File: src/rtl/pc_sequencer_pkg.sv
// Shared types and constants for the program-counter sequencer.
// Imported by pc_sequencer and its redirect latch.
package pc_sequencer_pkg;

    localparam int PC_W = 32;

    localparam logic [PC_W-1:0] RESET_VECTOR_DEF = 32'h0000_0000;
    localparam logic [PC_W-1:0] TRAP_VECTOR_DEF  = 32'h0000_0100;

    typedef enum logic [1:0] {
        ST_INIT  = 2'd0,
        ST_FETCH = 2'd1,
        ST_HALT  = 2'd2
    } state_t;

endpackage

File: src/rtl/pc_sequencer_redirect_latch.sv
// Holds trap/branch/halt requests that arrive while a fetch is stalled.
// The newest branch target overwrites any older latched one.
module redirect_latch
    import pc_sequencer_pkg::*;
#(
    parameter int WIDTH = PC_W
) (
    input  logic             cl,
    input  logic             clear,
    input  logic             capture,
    input  logic             flush,
    input  logic             trap,
    input  logic             branch_valid,
    input  logic [WIDTH-1:0] branch_target,
    input  logic             halt,
    output logic             trap_p,
    output logic             branch_p,
    output logic             halt_p,
    output logic [WIDTH-1:0] target_p
);

    always_ff @(posedge cl or negedge clear) begin
        if (!clear) begin
            trap_p   <= 1'b0;
            branch_p <= 1'b0;
            halt_p   <= 1'b0;
            target_p <= '0;
        end else if (flush) begin
            trap_p   <= 1'b0;
            branch_p <= 1'b0;
            halt_p   <= 1'b0;
        end else if (capture) begin
            trap_p   <= trap_p | trap;
            branch_p <= branch_p | branch_valid;
            halt_p   <= halt_p | halt;
            if (branch_valid) begin
                target_p <= branch_target;
            end
        end
    end

endmodule

File: src/rtl/pc_sequencer.sv
// Drives the external PC counter's clear/load strobes and runs the
// instruction-fetch handshake, folding in branch, trap and halt requests.
module pc_sequencer
    import pc_sequencer_pkg::*;
#(
    parameter int               WIDTH        = PC_W,
    parameter logic [WIDTH-1:0] RESET_VECTOR = WIDTH'(RESET_VECTOR_DEF),
    parameter logic [WIDTH-1:0] TRAP_VECTOR  = WIDTH'(TRAP_VECTOR_DEF)
) (
    input  logic             cl,
    input  logic             clear,
    input  logic [WIDTH-1:0] pc_y,
    output logic             pc_clear_n,
    output logic             pc_load_n,
    output logic [WIDTH-1:0] pc_x,
    output logic             mem_req,
    input  logic             mem_ready,
    output logic [WIDTH-1:0] fetch_addr,
    input  logic             branch_valid,
    input  logic [WIDTH-1:0] branch_target,
    input  logic             trap,
    input  logic             halt,
    input  logic             resume,
    output logic [WIDTH-1:0] epc,
    output logic             halted
);

    state_t           state;
    state_t           state_nxt;
    logic             capture;
    logic             flush;
    logic             epc_we;
    logic             trap_p;
    logic             branch_p;
    logic             halt_p;
    logic [WIDTH-1:0] target_p;
    logic             eff_trap;
    logic             eff_branch;
    logic             eff_halt;
    logic [WIDTH-1:0] eff_target;

    redirect_latch #(
        .WIDTH(WIDTH)
    ) u_latch (
        .cl           (cl),
        .clear        (clear),
        .capture      (capture),
        .flush        (flush),
        .trap         (trap),
        .branch_valid (branch_valid),
        .branch_target(branch_target),
        .halt         (halt),
        .trap_p       (trap_p),
        .branch_p     (branch_p),
        .halt_p       (halt_p),
        .target_p     (target_p)
    );

    assign fetch_addr = pc_y;
    assign eff_trap   = trap | trap_p;
    assign eff_branch = branch_valid | branch_p;
    assign eff_halt   = halt | halt_p;
    assign eff_target = branch_valid ? branch_target : target_p;

    always_ff @(posedge cl or negedge clear) begin
        if (!clear) begin
            state <= ST_INIT;
            epc   <= '0;
        end else begin
            state <= state_nxt;
            if (epc_we) begin
                epc <= pc_y;
            end
        end
    end

    // The counter increments unless loaded, so holding means reloading pc_y.
    always_comb begin
        state_nxt  = state;
        pc_clear_n = 1'b1;
        pc_load_n  = 1'b1;
        pc_x       = pc_y;
        mem_req    = 1'b0;
        halted     = 1'b0;
        capture    = 1'b0;
        flush      = 1'b0;
        epc_we     = 1'b0;
        unique case (state)
            ST_INIT: begin
                pc_load_n = 1'b0;
                pc_x      = RESET_VECTOR;
                state_nxt = ST_FETCH;
            end
            ST_FETCH: begin
                mem_req = 1'b1;
                if (!mem_ready) begin
                    pc_load_n = 1'b0;
                    capture   = 1'b1;
                end else begin
                    flush     = 1'b1;
                    state_nxt = eff_halt ? ST_HALT : ST_FETCH;
                    if (eff_trap) begin
                        pc_load_n = 1'b0;
                        pc_x      = TRAP_VECTOR;
                        epc_we    = 1'b1;
                    end else if (eff_branch) begin
                        pc_load_n = 1'b0;
                        pc_x      = eff_target;
                    end
                end
            end
            ST_HALT: begin
                halted    = 1'b1;
                pc_load_n = 1'b0;
                if (trap) begin
                    pc_x      = TRAP_VECTOR;
                    epc_we    = 1'b1;
                    state_nxt = ST_FETCH;
                end else if (branch_valid) begin
                    pc_x = branch_target;
                end else if (resume) begin
                    state_nxt = ST_FETCH;
                end
            end
            default: begin
                state_nxt = ST_INIT;
            end
        endcase
        if (!clear) begin
            pc_clear_n = 1'b0;
            pc_load_n  = 1'b1;
            pc_x       = '0;
            mem_req    = 1'b0;
            halted     = 1'b0;
        end
    end

endmodule

File: config.mk
export PLATFORM = sky130hd
export DESIGN_NAME = pc_sequencer
export DESIGN_NICKNAME = d
export VERILOG_FILES = /design/src/rtl/pc_sequencer_pkg.sv /design/src/rtl/pc_sequencer_redirect_latch.sv /design/src/rtl/pc_sequencer.sv
export SDC_FILE = /design/constraint.sdc
export NUM_CORES = 1
export LEC_CHECK = 0
export ABC_AREA = 1
export CAP_MARGIN = 20
export CORE_UTILIZATION = 49
export CTS_BUF_LIST = sky130_fd_sc_hd__clkbuf_4
export DETAILED_ROUTE_END_ITERATION = 8
export GPL_TIMING_DRIVEN = 0
export PLACE_DENSITY = 0.91
export RECOVER_POWER = 25
export SETUP_SLACK_MARGIN = 0.5
export SLEW_MARGIN = 20
export SYNTH_ARGS = -nofsm -noshare
export SYNTH_HDL_FRONTEND = slang
export SYNTH_SLANG_ARGS = --single-unit
File: constraint.sdc
create_clock -name cl -period 2.6 [get_ports cl]
set_input_delay 0.26 -clock cl [delete_from_list [all_inputs] [get_ports cl]]
set_output_delay 0.26 -clock cl [all_outputs]
set_load 0.01 [all_outputs]
==> results of run 1 <==
## critical path, delay by kind of cell, from the launching register on
kind	cells	cell delay [ns]
buf+inv	5	0.61
flops	1	0.44
compound gates	1	0.17
simple gates	4	0.39
fa+ha+maj	1	0.14
## power groups by stage
stage | logic, mW | registers, mW | clock network, mW
after detailed placement | 2.65 | 1.78 | 0
after global placement | 2.54 | 1.75 | 0
after CTS | 2.95 | 1.76 | 0.587
after global routing | 3.45 | 1.82 | 0.642
after floorplan | 1.31 | 1.84 | 0
final | 3.19 | 1.78 | 0.607
## cell usage after synthesis
master,count
nand2_1,174
clkbuf_1,12
dfrtp_1,69
nand3_2,2
nand3b_1,1
nand2_2,2
a21oi_1,37
or2_2,1
buf_2,20
nand3_1,66
nor3_1,3
o22ai_1,2
nor2_4,1
o211ai_1,1
buf_6,6
a31oi_1,2
nor2_2,3
inv_2,1
o21ai_1,10
buf_4,33
inv_1,75
nor2_1,5
ha_1,4
o21ai_0,83
## state kept, by name (all words and copies together), names as in the netlist
name	flops
u_latch.halt_p	1
u_latch.trap_p	1
state	2
epc	32
u_latch.branch_p	1
u_latch.target_p	32
## timing repair
item / 4_1_cts / 5_1_grt
setup buffers: 16 / 2
resized for setup: 210 / 60
hold endpoints to repair: 31 / 31
pin swaps: 28 / 35
gates cloned: 5 / 1
setup endpoints to repair: 35 / 34
## layer usage
layer  vias up  part of all wire (%)
li1       2358                     -
met1      2481                    37
met2       388                    49
met3        76                    10
met4         0                   4.1
met5         -                     0
## stage by stage
stage,std cells,worst slack (ns)
global placement,888,-2.51
floorplan,613,0.830
finish,934,0.176
detailed placement,889,-0.0975
CTS,926,0.291
global route,934,0.0882
## layout make-up
class / instances / area [um^2] / area share, %
plain buffers: 71 / 503 / 7.42
clock buffers: 10 / 75.1 / 1.11
clock inverters: 6 / 30.0 / 0.443
inverters: 76 / 290 / 4.28
multi-input cells: 397 / 2200 / 32.5
flip-flops and latches: 69 / 1730 / 25.5
well taps: 105 / 131 / 1.94
repair buffers: 200 / 1820 / 26.8
## cell families after synthesis
| kind of cell | Yosys count | synth area share, % |
|---|---|---|
| AO/OA/AOI/OAI | 135 | 15.9 |
| adder cells (fa/ha/maj) | 4 | 1.16 |
| buffers and inverters | 147 | 17.3 |
| flip-flops | 69 | 40.2 |
| AND/OR/NAND/NOR | 258 | 25.4 |
## final timing paths
kind	depth (start not counted)	slack, ns	start	to
hold / removal	3	0.43	pc_y[10]	epc[10]
setup / recovery	11	0.18	state[1]	pc_x[19]
min in group asynchronous	4	1.11	clear	epc[29]
hold reg to reg	2	0.50	epc[14]	epc[14]
max in group asynchronous	4	0.40	clear	u_latch.target_p[12]
setup reg to reg	8	0.75	state[1]	epc[7]
==> impl_metrics.ini, run 1 <==
[run_status]
status = finished with violations
violations = capacitance limit, slew limit

[pwr]
p_leak_nw = 3.34
seqPwrFrac_pct = 32.0
p_per_area_nw_per_um2 = 824
pwr-share-clk_pct = 10.9
p_sw_share_pct = 43.0
p_comb_share_pct = 57.2
power_switching_mw = 2.40
vdd_drop_max_mv = 0.366
finalPower_mw = 5.58
cellInternalPower_mw = 3.18

[synth]
yosys.area.top_type = dfrtp_1
netlist_instances = 613
syn_area_per_cell_um2 = 7.01
ys_top_cells_by_area = dfrtp_1 (40%), nand2_1 (15%), o21ai_0 (9.7%)
synth.distinct_cells = 24
ys_seq_area_share_pct = 40.2
netlist_area_um2 = 4300
synth_top_area_share_pct = 40.2
ys_warn_count = 0
synth_nets = 688
ys_seq_elements = 69

[sta]
max_freq_mhz = 412
holdWs_ns = 0.434
hold_violations = 0
period_needed_ns = 2.42
skew_ns = 0.0161
grt_setup_unrepaired = true
setup_viol = 0
worst_pin_slew_ns = 1.78
slew_headroom_pct = -18.8
tns_ns = 0
fin_crit_sh_pct = 93.2
maxSlewViolCount = 71

[routing]
wl_per_cell_um = 17.2
routed_wl_mm = 16.1
first_pass_iters = 6
postRouteAntennaNets = 0
viasPerCell = 5.68
vias = 5303
drt_iter0_drc = 500
drc = 0

[die]
die_h_um = 95.7
start_util_pct = 51.5
die_area_um2 = 9150
die_w_um = 95.7
coreArea_um2 = 8340
core.rowCount = 33
io_pins = 171

[clock_network]
numCtsBuffers = 9
clk_latency_ns = 0.44
clock_path_buffers = 2
htree_levels = 3
cts_tree = built
clock-sinks = 69
clkTransAtPathRegs_ns = 0.12
cts-root-buf = clkbuf_4

[worst_setup_path]
path_cells = buf_6, ha_4, inv_2, nor2_4, buf_6, buf_6, nand3_1, nand2_1, nand3_2, a21oi_2, buf_2
path_common_cell = buf_6
cp-start-kind = flop
critical_path_class = flop to primary output
critical_path.max_stage_delay_ns = 0.44
crit_fanout = 5
slowest_stage = dfrtp_1
cp.required_ns = 2.34
arrival_ns = 2.16
worstSetupEndpointType = primary output

[grt]
grt_pass1_vias = 4720
grtUsageMet2_pct = 54.3
top_usage_layer = met2
grt_usage_pct = 32.4
use_met3_pct = 6.30
gr-total-overflow = 0
antenna_found_initial = 0
grt_max_degree = 40
grt_pass1_wl_mm = 22.5
met1_usage_pct = 39.7

[placed_design]
dp_hpwl_mm = 10.3
postPlaceCellArea_um2 = 6150
finalWeightedCongestion = 0.894
port_buffers = 170

[cells_and_area]
final_nets = 899
layout-drive-gt1-share_pct = 27.5
final_area_um2 = 6780
n_antenna_cell = 0
area_delta_synth_final_pct = 57.6
fillCellCount = 521
final_util_pct = 81.2
final_common_cell = nand2_1
final_cell_mix = nand2_1 (146), clkdlybuf4s50_1 (134), o21ai_0 (83)

[hold_path]
min_path_type = primary input to flop

[job]
cap_violations = 2
(Power assumes the default switching activity.)
==> inputs of run 2 (changes only) <==
--- a/config.mk
+++ b/config.mk
@@ -7,11 +7,12 @@
 export LEC_CHECK = 0
 export ABC_AREA = 1
 export CAP_MARGIN = 20
-export CORE_UTILIZATION = 49
+export CORE_MARGIN = 2
+export CORE_UTILIZATION = 45
 export CTS_BUF_LIST = sky130_fd_sc_hd__clkbuf_4
 export DETAILED_ROUTE_END_ITERATION = 8
 export GPL_TIMING_DRIVEN = 0
-export PLACE_DENSITY = 0.91
+export PLACE_DENSITY = 0.85
 export RECOVER_POWER = 25
 export SETUP_SLACK_MARGIN = 0.5
 export SLEW_MARGIN = 20
==> constraint.sdc (replaced) <==
create_clock -name cl -period 2.3 [get_ports cl]
set_input_delay 0.23 -clock cl [delete_from_list [all_inputs] [get_ports cl]]
set_output_delay 0.23 -clock cl [all_outputs]
set_load 0.01 [all_outputs]
==> run 2 against run 1 <==
Net effect:
- the flow finishes with violations (setup timing)
- cell count up 2.9%
- core utilization down 6.4 points
- combinational power up 16%
- routed wire length down 5.0%
- register-to-register slack worse by 0.22 ns
- first-iteration DRC count down 22%
- flip-flop and latch count unchanged
- sequential power up 12%
- critical path depth down 1
- total power up 15%
==> impl_metrics.ini, run 2 (synthesis gave the netlist of run 1 again) <==
[cells_and_area]
largestRegisters = epc: 32 flops, u_latch.target_p: 32 flops, state: 2 flops
final_common_cell = nand2_1
final_nets = 902
final_area_um2 = 6920
final_cell_mix = nand2_1 (155), clkdlybuf4s50_1 (134), o21ai_0 (82)
layout-drive-gt1-share_pct = 27.3
area_delta_synth_final_pct = 60.9

[die]
die_area_um2 = 10400
die_h_um = 102
io_pins = 171
die_w_um = 102
core.rowCount = 35
start_util_pct = 46.5
coreArea_um2 = 9240

[pwr]
vdd_drop_max_mv = 0.418
p_leak_nw = 3.33
p_per_area_nw_per_um2 = 932

[sta]
skew_ns = 0.0100
period_needed_ns = 2.45
max_freq_mhz = 408
worst_pin_slew_ns = 1.44
fin_crit_sh_pct = 106
tns_ns = -1.71
hold_violations = 0
grt_setup_unrepaired = true
holdWs_ns = 0.415
setup_viol = 32
slew_headroom_pct = 3.80
timing.final.ws_setup_ns = -0.148
maxSlewViolCount = 0

[clock_network]
htree_levels = 3
cts-root-buf = clkbuf_4
clock_path_buffers = 2
clkTransAtPathRegs_ns = 0.12
clock-sinks = 69
numCtsBuffers = 9
cts_tree = built
clk_latency_ns = 0.42

[placed_design]
pre_cts_slack_ns = -0.323
finalWeightedCongestion = 0.907
port_buffers = 170
dp_hpwl_mm = 10.2
postPlaceCellArea_um2 = 6180

[job]
cap_violations = 0

[grt]
grtUsageMet2_pct = 48.4
top_usage_layer = met2
grt_usage_pct = 29.1
use_met3_pct = 5.18
grt_pass1_wl_mm = 23.5
gr-total-overflow = 0
grt_max_degree = 39
met1_usage_pct = 36.9
antenna_found_initial = 1
grt_pass1_vias = 4894

[hold_path]
hold_depth = 3
min-delay-start = pc_y[18]
min_to = epc[18]
min_path_type = primary input to flop

[worst_setup_path]
reg2reg_slack_ns = 0.53
critical_path.max_stage_delay_ns = 0.46
arrival_ns = 2.22
reg2reg_from = state[1]
path_common_cell = nand2_1
crit_fanout = 3
slowest_stage = dfrtp_2
cp.required_ns = 2.07
r2r_end = state[1]
worstSetupEndpointType = primary output
rr_worst_depth = 11
critical_path_class = flop to primary output
cp-start-kind = flop
path_cells = inv_2, ha_4, buf_6, nand2_1, nand2_1, nand2_1, nand3_1, nand2_1, a21oi_1, clkdlybuf4s15_2

[routing]
drt_iter0_drc = 391
postRouteAntennaNets = 0
first_pass_iters = 5
routed_wl_mm = 15.3
drc = 0
wl_per_cell_um = 15.9
vias = 5111
viasPerCell = 5.32

[run_status]
status = finished with violations
violations = setup timing
[run 2: changes by cell type in the layout (fill, tap and decap cells not counted), sizes merged]
cell,delta
dlygate4sd2,-1
dlymetal6s4s,+1
clkdlybuf4s15,+1
dlymetal6s2s,-4
clkinv,-1
diode,+1
bufinv,+1
buf,+5
[run 2: how the worst max path moves through the flow]
| stage | from | endpoint | slack (ns) |
|---|---|---|---|
| 6_report | state[0] | pc_x[8] | -0.15 |
| 4_1_cts | state[0] | pc_x[1] | -0.03 |
| 5_1_grt | state[1] | pc_x[2] | -0.22 |
| 2_1_floorplan | state[0] | pc_x[23] | 0.56 |
| 3_5_place_dp | branch_valid | pc_x[23] | -0.32 |
| 3_3_place_gp | clear | pc_x[8] | -2.78 |
[run 2: power breakdown]
part / internal (mW) / switching [mW]
Clock: 0.315 / 0.434
Sequential: 1.75 / 0.249
Combinational: 1.75 / 1.95
[run 2: cell type report]
class / instances / area (um^2)
Sequential cell: 69 / 1730
Fill cell: 675 / 2320
Timing Repair Buffer: 203 / 1910
Multi-Input combinational cell: 397 / 2160
Inverter: 76 / 293
Buffer: 71 / 533
Clock inverter: 6 / 55.1
Clock buffer: 9 / 67.6
Antenna cell: 1 / 2.50
Tap cell: 129 / 161
[run 2: timing repair]
| action | in CTS | in global routing |
|---|---|---|
| endpoints found under the setup margin | 65 | 65 |
| buffers inserted | 15 | 6 |
| gates resized for setup | 232 | 50 |
| gates cloned | 4 | 2 |
| hold buffers | 5 | 0 |
| pin swaps | 23 | 27 |
| hold endpoints to repair | 31 | 0 |
[run 2: metal layers]
layer,share of wire (%),vias up
met4,2.9,0
met5,0,-
met3,8.6,41
met1,39,2387
met2,49,319
li1,-,2364
[run 2: critical path: cells and delay by family (launching register included)]
family	cells	cell delay, ns
AOI/OAI and AO/OA	1	0.26
adders and majority gates	1	0.16
and+or+nand+nor	5	0.44
buffers and inverters	3	0.48
DFF	1	0.46
[run 2: through the flow]
stage	total power, mW	util, %	instances
CTS	6.10	72.5	952
finish	6.44	74.9	961
global route	6.87	74.9	961
detailed placement	4.99	66.9	913
floorplan	3.57	-	613
global placement	4.86	66.7	912
